$ cat src/rtl/uart_transmitter.sv
// uart_transmitter: 8N1 UART serialiser with valid/ready input and a one-entry holding buffer
// Ports:
//   clk      system clock, rising edge
//   rst      synchronous active-low reset (0 = reset)
//   tx_data  byte to send, sampled on the accept edge
//   tx_valid source offers a byte
//   tx_ready holding buffer empty, a byte can be accepted (registered)
//   tx_out   serial line, idles high (registered)
//   busy     frame in progress (registered)
//   done     one-cycle pulse after a frame's stop bit ends (registered)
module uart_transmitter #(
    parameter int CLKS_PER_BIT = 16
) (
    input  logic       clk,
    input  logic       rst,
    input  logic [7:0] tx_data,
    input  logic       tx_valid,
    output logic       tx_ready,
    output logic       tx_out,
    output logic       busy,
    output logic       done
);
    typedef enum logic [1:0] {IDLE, START, DATA, STOP} state_t;
    localparam logic [7:0] LAST = 8'(CLKS_PER_BIT - 1);
    state_t     state, state_n;
    logic [7:0] clk_cnt, clk_cnt_n, shift, shift_n, hold, hold_n;
    logic [2:0] bit_cnt, bit_cnt_n;
    logic       ready_n, done_n, accept, last;
    assign accept = tx_valid && tx_ready;
    assign last   = clk_cnt == LAST;
    always_comb begin
        state_n   = state;
        clk_cnt_n = last ? 8'd0 : clk_cnt + 8'd1;
        bit_cnt_n = bit_cnt;
        shift_n   = shift;
        hold_n    = hold;
        ready_n   = tx_ready;
        done_n    = 1'b0;
        // Only an idle block with an empty buffer bypasses the holding buffer
        if (accept && !(state == IDLE && tx_ready)) begin
            hold_n  = tx_data;
            ready_n = 1'b0;
        end
        case (state)
            IDLE: begin
                clk_cnt_n = 8'd0;
                // Buffer filled on the STOP->IDLE edge drains after one idle cycle
                if (!tx_ready) begin
                    shift_n = hold;
                    ready_n = 1'b1;
                    state_n = START;
                end else if (accept) begin
                    shift_n = tx_data;
                    state_n = START;
                end
            end
            START: begin
                if (last) begin
                    state_n   = DATA;
                    bit_cnt_n = 3'd0;
                end
            end
            DATA: begin
                if (last) begin
                    shift_n   = shift >> 1;
                    bit_cnt_n = bit_cnt + 3'd1;
                    if (bit_cnt == 3'd7) begin
                        state_n   = STOP;
                        bit_cnt_n = 3'd0;
                    end
                end
            end
            STOP: begin
                if (last) begin
                    done_n = 1'b1;
                    // A buffered byte follows straight on with no idle cycle
                    if (!tx_ready) begin
                        shift_n = hold;
                        ready_n = 1'b1;
                        state_n = START;
                    end else begin
                        state_n = IDLE;
                    end
                end
            end
            default: state_n = IDLE;
        endcase
    end
    always_ff @(posedge clk) begin
        if (!rst) begin
            state    <= IDLE;
            clk_cnt  <= 8'd0;
            bit_cnt  <= 3'd0;
            shift    <= 8'd0;
            hold     <= 8'd0;
            tx_ready <= 1'b1;
            tx_out   <= 1'b1;
            busy     <= 1'b0;
            done     <= 1'b0;
        end else begin
            state    <= state_n;
            clk_cnt  <= clk_cnt_n;
            bit_cnt  <= bit_cnt_n;
            shift    <= shift_n;
            hold     <= hold_n;
            tx_ready <= ready_n;
            tx_out   <= (state_n == START) ? 1'b0 : (state_n == DATA) ? shift_n[0] : 1'b1;
            busy     <= state_n != IDLE;
            done     <= done_n;
        end
    end
endmodule

$ cat config.mk
export PLATFORM = sky130hd
export DESIGN_NAME = uart_transmitter
export DESIGN_NICKNAME = d
export VERILOG_FILES = /design/src/rtl/uart_transmitter.sv
export SDC_FILE = /design/constraint.sdc
export NUM_CORES = 1
export LEC_CHECK = 0
export ABC_AREA = 0
export ABC_CLOCK_PERIOD_IN_PS = 2100
export CORE_ASPECT_RATIO = 1.2
export CORE_UTILIZATION = 51
export DETAILED_ROUTE_END_ITERATION = 8
export PLACE_DENSITY = 0.77
export SLEW_MARGIN = 20
export SYNTH_ARGS = -nofsm -noshare
export SYNTH_HDL_FRONTEND = slang
export SYNTH_SLANG_ARGS = --single-unit
$ cat constraint.sdc
create_clock -name clk -period 2.1 [get_ports clk]
set_clock_uncertainty 0.2 [all_clocks]
set_input_delay 0.63 -clock clk [delete_from_list [all_inputs] [get_ports clk]]
set_output_delay 0.63 -clock clk [all_outputs]
set_load 0.05 [all_outputs]
==> results of run 1 <==
flip-flops by register name, indices dropped and copies added (netlist names):
signal / count
state: 2
hold: 8
clk_cnt: 8
busy: 1
done: 1
shift: 8
bit_cnt: 3
tx_out: 1
tx_ready: 1
stage by stage:
stage	total power (W)	area (um^2)	utilization [%]	std cells	TNS [ns]
2_1_floorplan	0.000879	1690	-	195	-0.0601
3_3_place_gp	0.000981	2010	64.7	258	-2.16
3_5_place_dp	0.000990	2010	64.7	258	-2.84
4_1_cts	0.00133	2070	66.4	266	0
5_1_grt	0.00141	2120	68.1	266	-0.0503
6_report	0.00133	2120	68.1	266	0
report_power, final:
group          switching (W)  total (W)  leakage, nW  internal, W
Combinational       0.000170   0.000316        0.568     0.000146
Sequential         0.0000256   0.000680        0.269     0.000655
Clock               0.000204   0.000338       0.0265     0.000133
Total               0.000400    0.00133        0.863     0.000934
synth_stat cells (3+ instances only):
cell,number,area (um^2)
a31oi_1,8,50.1
nor2_1,33,124
a21oi_1,9,45.0
nand3_1,3,15.0
inv_1,6,22.5
a22oi_1,6,45.0
ha_1,8,100
dfxtp_1,33,661
xnor2_1,4,35.0
o2bb2ai_1,6,52.6
mux2i_1,8,80.1
nand2_1,9,33.8
o21ai_0,5,25.0
a221oi_1,3,26.3
and3_1,5,31.3
nor2b_1,7,43.8
nand3b_1,3,22.5
clkbuf_1,9,33.8
critical path, delay by kind of cell, from the launching register on:
kind             cells  cell delay, ns
AO/OA/AOI/OAI        2            0.41
AND/OR/NAND/NOR      3            1.06
flip-flops           1            0.33
cells by family after synthesis:
logic type,count (synthesis)
fa+ha+maj,8
xor+xnor,6
compound gates,46
flops,33
simple gates,76
buf+inv,18
mux,8
placed cells by master (no fill, tap or decap), types with 4 or more instances in the layout:
cell             instances
ha_1                     5
buf_4                   27
nor2b_1                  7
o2bb2ai_1                6
nor2_1                  33
clkbuf_4                 5
a21oi_1                  8
o21ai_0                  4
mux2i_1                  8
a22oi_1                  6
inv_1                    6
a31oi_1                  8
and3_1                   5
nand2_1                  9
clkdlybuf4s50_1         10
dfxtp_1                 30
xnor2_1                  4
worst max path at each step:
stage                    start  endpoint
floorplan           clk_cnt[7]  shift[7]
global placement      tx_valid  shift[7]
detailed placement    tx_valid  shift[7]
CTS                   state[0]  shift[7]
global route        clk_cnt[7]  shift[7]
finish              clk_cnt[7]  shift[7]
final cells by class:
cell class                      instances  area, um^2
Timing Repair Buffer                   38         323
Sequential cell                        33         664
Clock buffer                            8        48.8
Tap cell                               36        45.0
Fill cell                             257         992
Multi-Input combinational cell        144        1010
Inverter                                7        26.3
per-layer routing:
metal,wire [um],global-route usage [%]
met5,0,0
met4,65,12.8
met3,117,6.10
met2,1980,44.5
met1,1690,26.3
timing repair:
action / in CTS / in global routing
hold buffers: 0 / 0
setup endpoints to repair: 7 / 10
cloned: 0 / 0
gates resized for setup: 1 / 14
pin swaps: 1 / 1
==> out/qor.txt, run 1 <==
Antenna Cells - 0
ys flop type - dfxtp_1
PortBufs - 14
Post-synth EDFFs - 0
I/O pins - 15
Min-Delay Path Class - reg2reg
clk root buf - clkbuf_4
Residual DRC - 0
routed length per placed instance - 14.5 um
Final Hold Viols - 0
post-placement setup slack - -0.293 ns
die area - 3540 um^2
Initial Utilization - 54.2%
nets@finish - 248
Mapped Nets - 214
CTS tree - yes
Yosys warnings - 0
slew margin rel. - 80.0%
DIE WIDTH - 54.5 um
Total GRT Usage - 25.2%
Post-Syn Area per Cell - 8.65 um^2
post-synthesis adder-cell area fraction - 5.93%
final setup margin - 0.0347 ns
Tcrit/Tclk final - 98.3%
RSZ-0062 raised after global routing - yes
minimum clock period - 2.07 ns
Synth Instances - 195
WHS - 0.221 ns
R2R depth - 5
overall routed net length - 3850 um
Die Ht - 65.0 um
DRT antenna net count - 0
clock-pin slew on the worst setup and hold paths - 0.11 ns
share of cells above drive strength 1 - 22.6%
vias in the first global route - 1604
min-delay src - clk_cnt[0]
Critical Path Max Stage Delay - 0.56 ns
grt ovf - 0
FF-to-FF setup slack - 0.03 ns
initial antenna violation count - 0
first-pass detailed-route iteration total - 4
Worst Path Required - 2.18 ns
Tightest Pin Transition - 0.301 ns
# clock sinks - 33
Post-Synth XOR/XNOR Area - 3.12%
cells along the critical path - or4_4 > o31ai_4 > nand3b_4 > or4_1 > a21oi_1
wire length of the first global-routing pass - 6480 um
post-synthesis compound-gate area fraction - 19.6%
maximum number of pins on one net before global-route repair - 20
max-cap violation count - 0
Startpoint Class - register
Async SR Flop Fraction - 0%
Unique masters post-synth - 41
cts bufs inserted - 5
clock latency on the worst-skew pair - 0.34 ns
Worst Path Arrival - 2.14 ns
synthesized flop and latch total - 33
crit path max-delay cell type - or4_4
fin. max-slew vios - 0
htree depth - 2
element type at the critical path end - register
outcome - complete, no violations
critical path type - reg2reg
initial drt markers - 34
total setup buffers inserted after CTS - 0
leakage power - 0.863 nW
# setup viols final - 0
worst r2r dst - shift[7]
hpwl dp - 2850 um
worst hold path endpoint - clk_cnt[0]
sequential area share after synthesis - 39.2%
Peak supply drop - 0.000652 V
pwr dens - 630 nW/um^2
worst r2r src - clk_cnt[7]
proportion of synthesized area in mux cells - 4.75%
Hold Crit Depth - 1
Rows - 22
Bufs on Longest Clock Path - 2
Max FO, Critical Path - 3
Synth Cell Area - 1690 um^2
gpl congestion - 0.932
fmax - 484 MHz
vias per cell - 5.83
Simple-Gate Fraction of Synth Area - 23.4%
CORE AREA - 3110 um^2
Area growth, synth to finish - 25.6%
largest family of logic cells by synthesized area - simple AND/OR/NAND/NOR gates
vias - 1550
Note: power is estimated with default switching activity, not from simulation.
==> run 2, diff against run 1 <==
--- a/config.mk
+++ b/config.mk
@@ -11,6 +11,7 @@
 export CORE_UTILIZATION = 51
 export DETAILED_ROUTE_END_ITERATION = 8
 export PLACE_DENSITY = 0.77
+export RECOVER_POWER = 50
 export SLEW_MARGIN = 20
 export SYNTH_ARGS = -nofsm -noshare
 export SYNTH_HDL_FRONTEND = slang
==> out/qor.txt, run 2 (synthesized netlist as in run 1, its figures left out) <==
outcome - complete, no violations
FF-to-FF setup slack - 0.03 ns
fin. max-slew vios - 0
hpwl dp - 2850 um
most frequent cells in the layout - 33 x nor2_1, 30 x dfxtp_1, 22 x buf_4
Hold Crit Depth - 1
Worst Path Arrival - 2.14 ns
final instance area - 2100 um^2
CORE AREA - 3110 um^2
fmax - 484 MHz
DRT antenna net count - 0
area post-placement - 2010 um^2
pwr dens - 633 nW/um^2
commonest non-fill, non-tap cell in the layout - nor2_1
# clock sinks - 33
gpl congestion - 0.932
Bufs on Longest Clock Path - 2
DIE WIDTH - 54.5 um
crit path max-delay cell type - or4_4
initial antenna violation count - 0
critical path type - reg2reg
Min-Delay Path Class - reg2reg
maximum number of pins on one net before global-route repair - 20
clk root buf - clkbuf_4
Peak supply drop - 0.000653 V
vias - 1551
Top Registers - clk_cnt: 8 flops, hold: 8 flops, shift: 8 flops
worst r2r src - clk_cnt[7]
worst hold path endpoint - clk_cnt[0]
initial drt markers - 34
element type at the critical path end - register
slew margin rel. - 79.9%
CTS tree - yes
total setup buffers inserted after CTS - 0
nets@finish - 248
vias per cell - 5.83
Initial Utilization - 54.2%
clock-pin slew on the worst setup and hold paths - 0.11 ns
overall routed net length - 3830 um
cells along the critical path - or4_4 > o31ai_4 > nand3b_4 > or4_1 > a21oi_1
RSZ-0062 raised after global routing - yes
WHS - 0.218 ns
htree depth - 2
Tightest Pin Transition - 0.302 ns
Post-CTS Hold Buffers - 0
Antenna Cells - 0
clock latency on the worst-skew pair - 0.34 ns
max-cap violation count - 0
Die Ht - 65.0 um
Area growth, synth to finish - 24.6%
wire length of the first global-routing pass - 6480 um
share of cells above drive strength 1 - 21.7%
critical path startpoint - clk_cnt[7]
minimum clock period - 2.07 ns
Rows - 22
first-pass detailed-route iteration total - 4
Total GRT Usage - 25.2%
worst r2r dst - shift[7]
total power - 0.00133 W
PortBufs - 14
Final Hold Viols - 0
cts bufs inserted - 5
# setup viols final - 0
Worst Path Required - 2.18 ns
Residual DRC - 0
die area - 3540 um^2
Tcrit/Tclk final - 98.4%
grt ovf - 0
I/O pins - 15
Max FO, Critical Path - 3
vias in the first global route - 1604
Critical Path Max Stage Delay - 0.56 ns
R2R depth - 5
routed length per placed instance - 14.4 um
min-delay src - clk_cnt[0]
leakage power - 0.859 nW
Startpoint Class - register
run 2: area by class of cell:
class | instances | area [um^2]
timing repair buffer | 38 | 309
tap | 36 | 45.0
multi-input combinational | 144 | 1010
clock buffer | 8 | 48.8
inverter | 7 | 26.3
sequential | 33 | 664
fill | 264 | 1010
run 2: metal layers:
metal	track usage, %	vias to the layer above	part of all wire (%)
met5	0	-	0
met4	12.8	0	1.8
met3	6.10	7	2.8
met2	44.5	27	51
met1	26.3	750	44
li1	-	767	-
run 2: how the worst max path moves through the flow:
stage	slack (ns)	cells past startpoint	end
after global routing	-0.03	5	shift[7]
after CTS	0.009	7	shift[7]
after floorplan	-0.06	6	shift[7]
after global placement	-0.27	6	shift[7]
final	0.03	5	shift[7]
after detailed placement	-0.29	6	shift[7]
run 2: timing repair:
action | CTS | global route
gates resized for setup | 1 | 14
setup endpoints to repair | 7 | 10
pin swaps | 1 | 1
run 2: metrics by stage:
stage | setup TNS (ns) | cells | util, % | setup slack, ns
3_3_place_gp | -2.16 | 258 | 64.7 | -0.268
3_5_place_dp | -2.84 | 258 | 64.7 | -0.293
4_1_cts | 0 | 266 | 66.4 | 0.00887
6_report | 0 | 266 | 67.6 | 0.0346
5_1_grt | -0.0503 | 266 | 67.6 | -0.0277
2_1_floorplan | -0.0601 | 195 | - | -0.0601
run 2: power by group:
group          total [W]  internal, W  switching [W]
combinational   0.000311     0.000141       0.000170
clock           0.000339     0.000133       0.000206
sequential      0.000680     0.000655      0.0000251
run 2: worst max-delay path, delay by kind of cell (launching register included):
| kind | cells | cell delay [ns] |
|---|---|---|
| compound gates | 2 | 0.41 |
| flops | 1 | 0.33 |
| simple gates | 3 | 1.06 |
==> run 3, diff against run 2 <==
--- a/config.mk
+++ b/config.mk
@@ -12,6 +12,7 @@
 export DETAILED_ROUTE_END_ITERATION = 8
 export PLACE_DENSITY = 0.77
 export RECOVER_POWER = 50
+export SKIP_LAST_GASP = 1
 export SLEW_MARGIN = 20
 export SYNTH_ARGS = -nofsm -noshare
 export SYNTH_HDL_FRONTEND = slang
==> out/qor.txt, run 3 (synthesized netlist as in run 1, its figures left out) <==
RSZ-0062 raised after global routing - yes
final setup margin - 0.0312 ns
slew margin rel. - 81.7%
vias in the first global route - 1604
die area - 3540 um^2
outcome - complete, no violations
overall routed net length - 3790 um
Residual DRC - 0
share of cells above drive strength 1 - 21.3%
PortBufs - 14
Final Hold Viols - 0
min-delay src - clk_cnt[0]
Initial Utilization - 54.2%
DR top layer - met4
hpwl dp - 2850 um
WL met3 - 131 um
gpl congestion - 0.932
worst r2r src - clk_cnt[7]
final instance area - 2100 um^2
initial antenna violation count - 0
DRT antenna net count - 0
CORE AREA - 3110 um^2
Max FO, Critical Path - 3
Post-CTS Hold Buffers - 0
commonest non-fill, non-tap cell in the layout - nor2_1
largest delay contributor family on the critical path - simple AND/OR/NAND/NOR gates
clock latency on the worst-skew pair - 0.34 ns
critical path startpoint - clk_cnt[7]
initial drt markers - 36
fin. max-slew vios - 0
pwr dens - 632 nW/um^2
leakage power - 0.858 nW
total setup buffers inserted after CTS - 0
Area growth, synth to finish - 24.7%
buffer and inverter count on the worst path - 0
# clock sinks - 33
Die Ht - 65.0 um
Startpoint Class - register
Tightest Pin Transition - 0.271 ns
Worst Path Arrival - 2.14 ns
CTS tree - yes
TNS Setup - 0 ns
Peak supply drop - 0.000651 V
routed length per placed instance - 14.2 um
Rows - 22
post-placement setup slack - -0.293 ns
Min-Delay Path Class - reg2reg
I/O pins - 15
Met2 Wirelength - 1930 um
wire length of the first global-routing pass - 6480 um
crit path max-delay cell type - or4_4
filler instances - 261
Top Registers - clk_cnt: 8 flops, hold: 8 flops, shift: 8 flops
cts bufs inserted - 5
clock-pin slew on the worst setup and hold paths - 0.11 ns
Met1 Wirelength - 1650 um
Antenna Cells - 0
Bufs on Longest Clock Path - 2
area post-placement - 2010 um^2
max-cap violation count - 0
clk root buf - clkbuf_4
Critical Path Max Stage Delay - 0.57 ns
element type at the critical path end - register
vias - 1562
Total GRT Usage - 25.2%
htree depth - 2
grt ovf - 0
first-pass detailed-route iteration total - 4
DIE WIDTH - 54.5 um
minimum clock period - 2.07 ns
most frequent cells in the layout - 33 x nor2_1, 31 x dfxtp_1, 27 x buf_4
cells along the critical path - or4_4 > o31ai_4 > nand3b_4 > or4_1 > a21oi_1
critical path type - reg2reg
vias per cell - 5.87
Tcrit/Tclk final - 98.5%
maximum number of pins on one net before global-route repair - 20
nets@finish - 248
# setup viols final - 0
fmax - 483 MHz
Worst Path Required - 2.18 ns
## run 3: report_power, final
part,internal [W],switching [W]
sequential,0.000655,0.0000246
combinational,0.000144,0.000168
clock,0.000133,0.000203
## run 3: final timing paths
path                              endpoint  slack (ns)  depth (start not counted)
worst max register to register    shift[7]        0.03                          5
worst max-delay path              shift[7]        0.03                          5
worst min-delay path            clk_cnt[0]        0.26                          1
worst min register to register  clk_cnt[0]        0.26                          1
## run 3: cell type report
type                            instances  area (um^2)  area share, %
Inverter                                7         26.3           1.25
Sequential cell                        33          663           31.5
Timing Repair Buffer                   38          323           15.3
Multi-Input combinational cell        144          997           47.4
Tap cell                               36         45.0           2.14
Clock buffer                            8         48.8           2.32
## run 3: per-stage QoR
stage,total power (W),util (%),cells,hold slack [ns]
floorplan,0.000879,-,195,0.218
global placement,0.000981,64.7,258,0.229
detailed placement,0.000990,64.7,258,0.243
CTS,0.00133,66.4,266,0.256
global route,0.00140,67.6,266,0.318
finish,0.00133,67.6,266,0.258
## run 3: per-layer routing
layer | GRT usage (%) | vias to the layer above
met5 | 0 | -
met4 | 12.8 | 0
met3 | 6.10 | 10
met2 | 44.5 | 39
met1 | 26.3 | 743
li1 | - | 770
## run 3: timing repair
item | in CTS | in global routing
setup endpoints to repair | 7 | 10
gates resized for setup | 1 | 12
pin swaps | 1 | 0
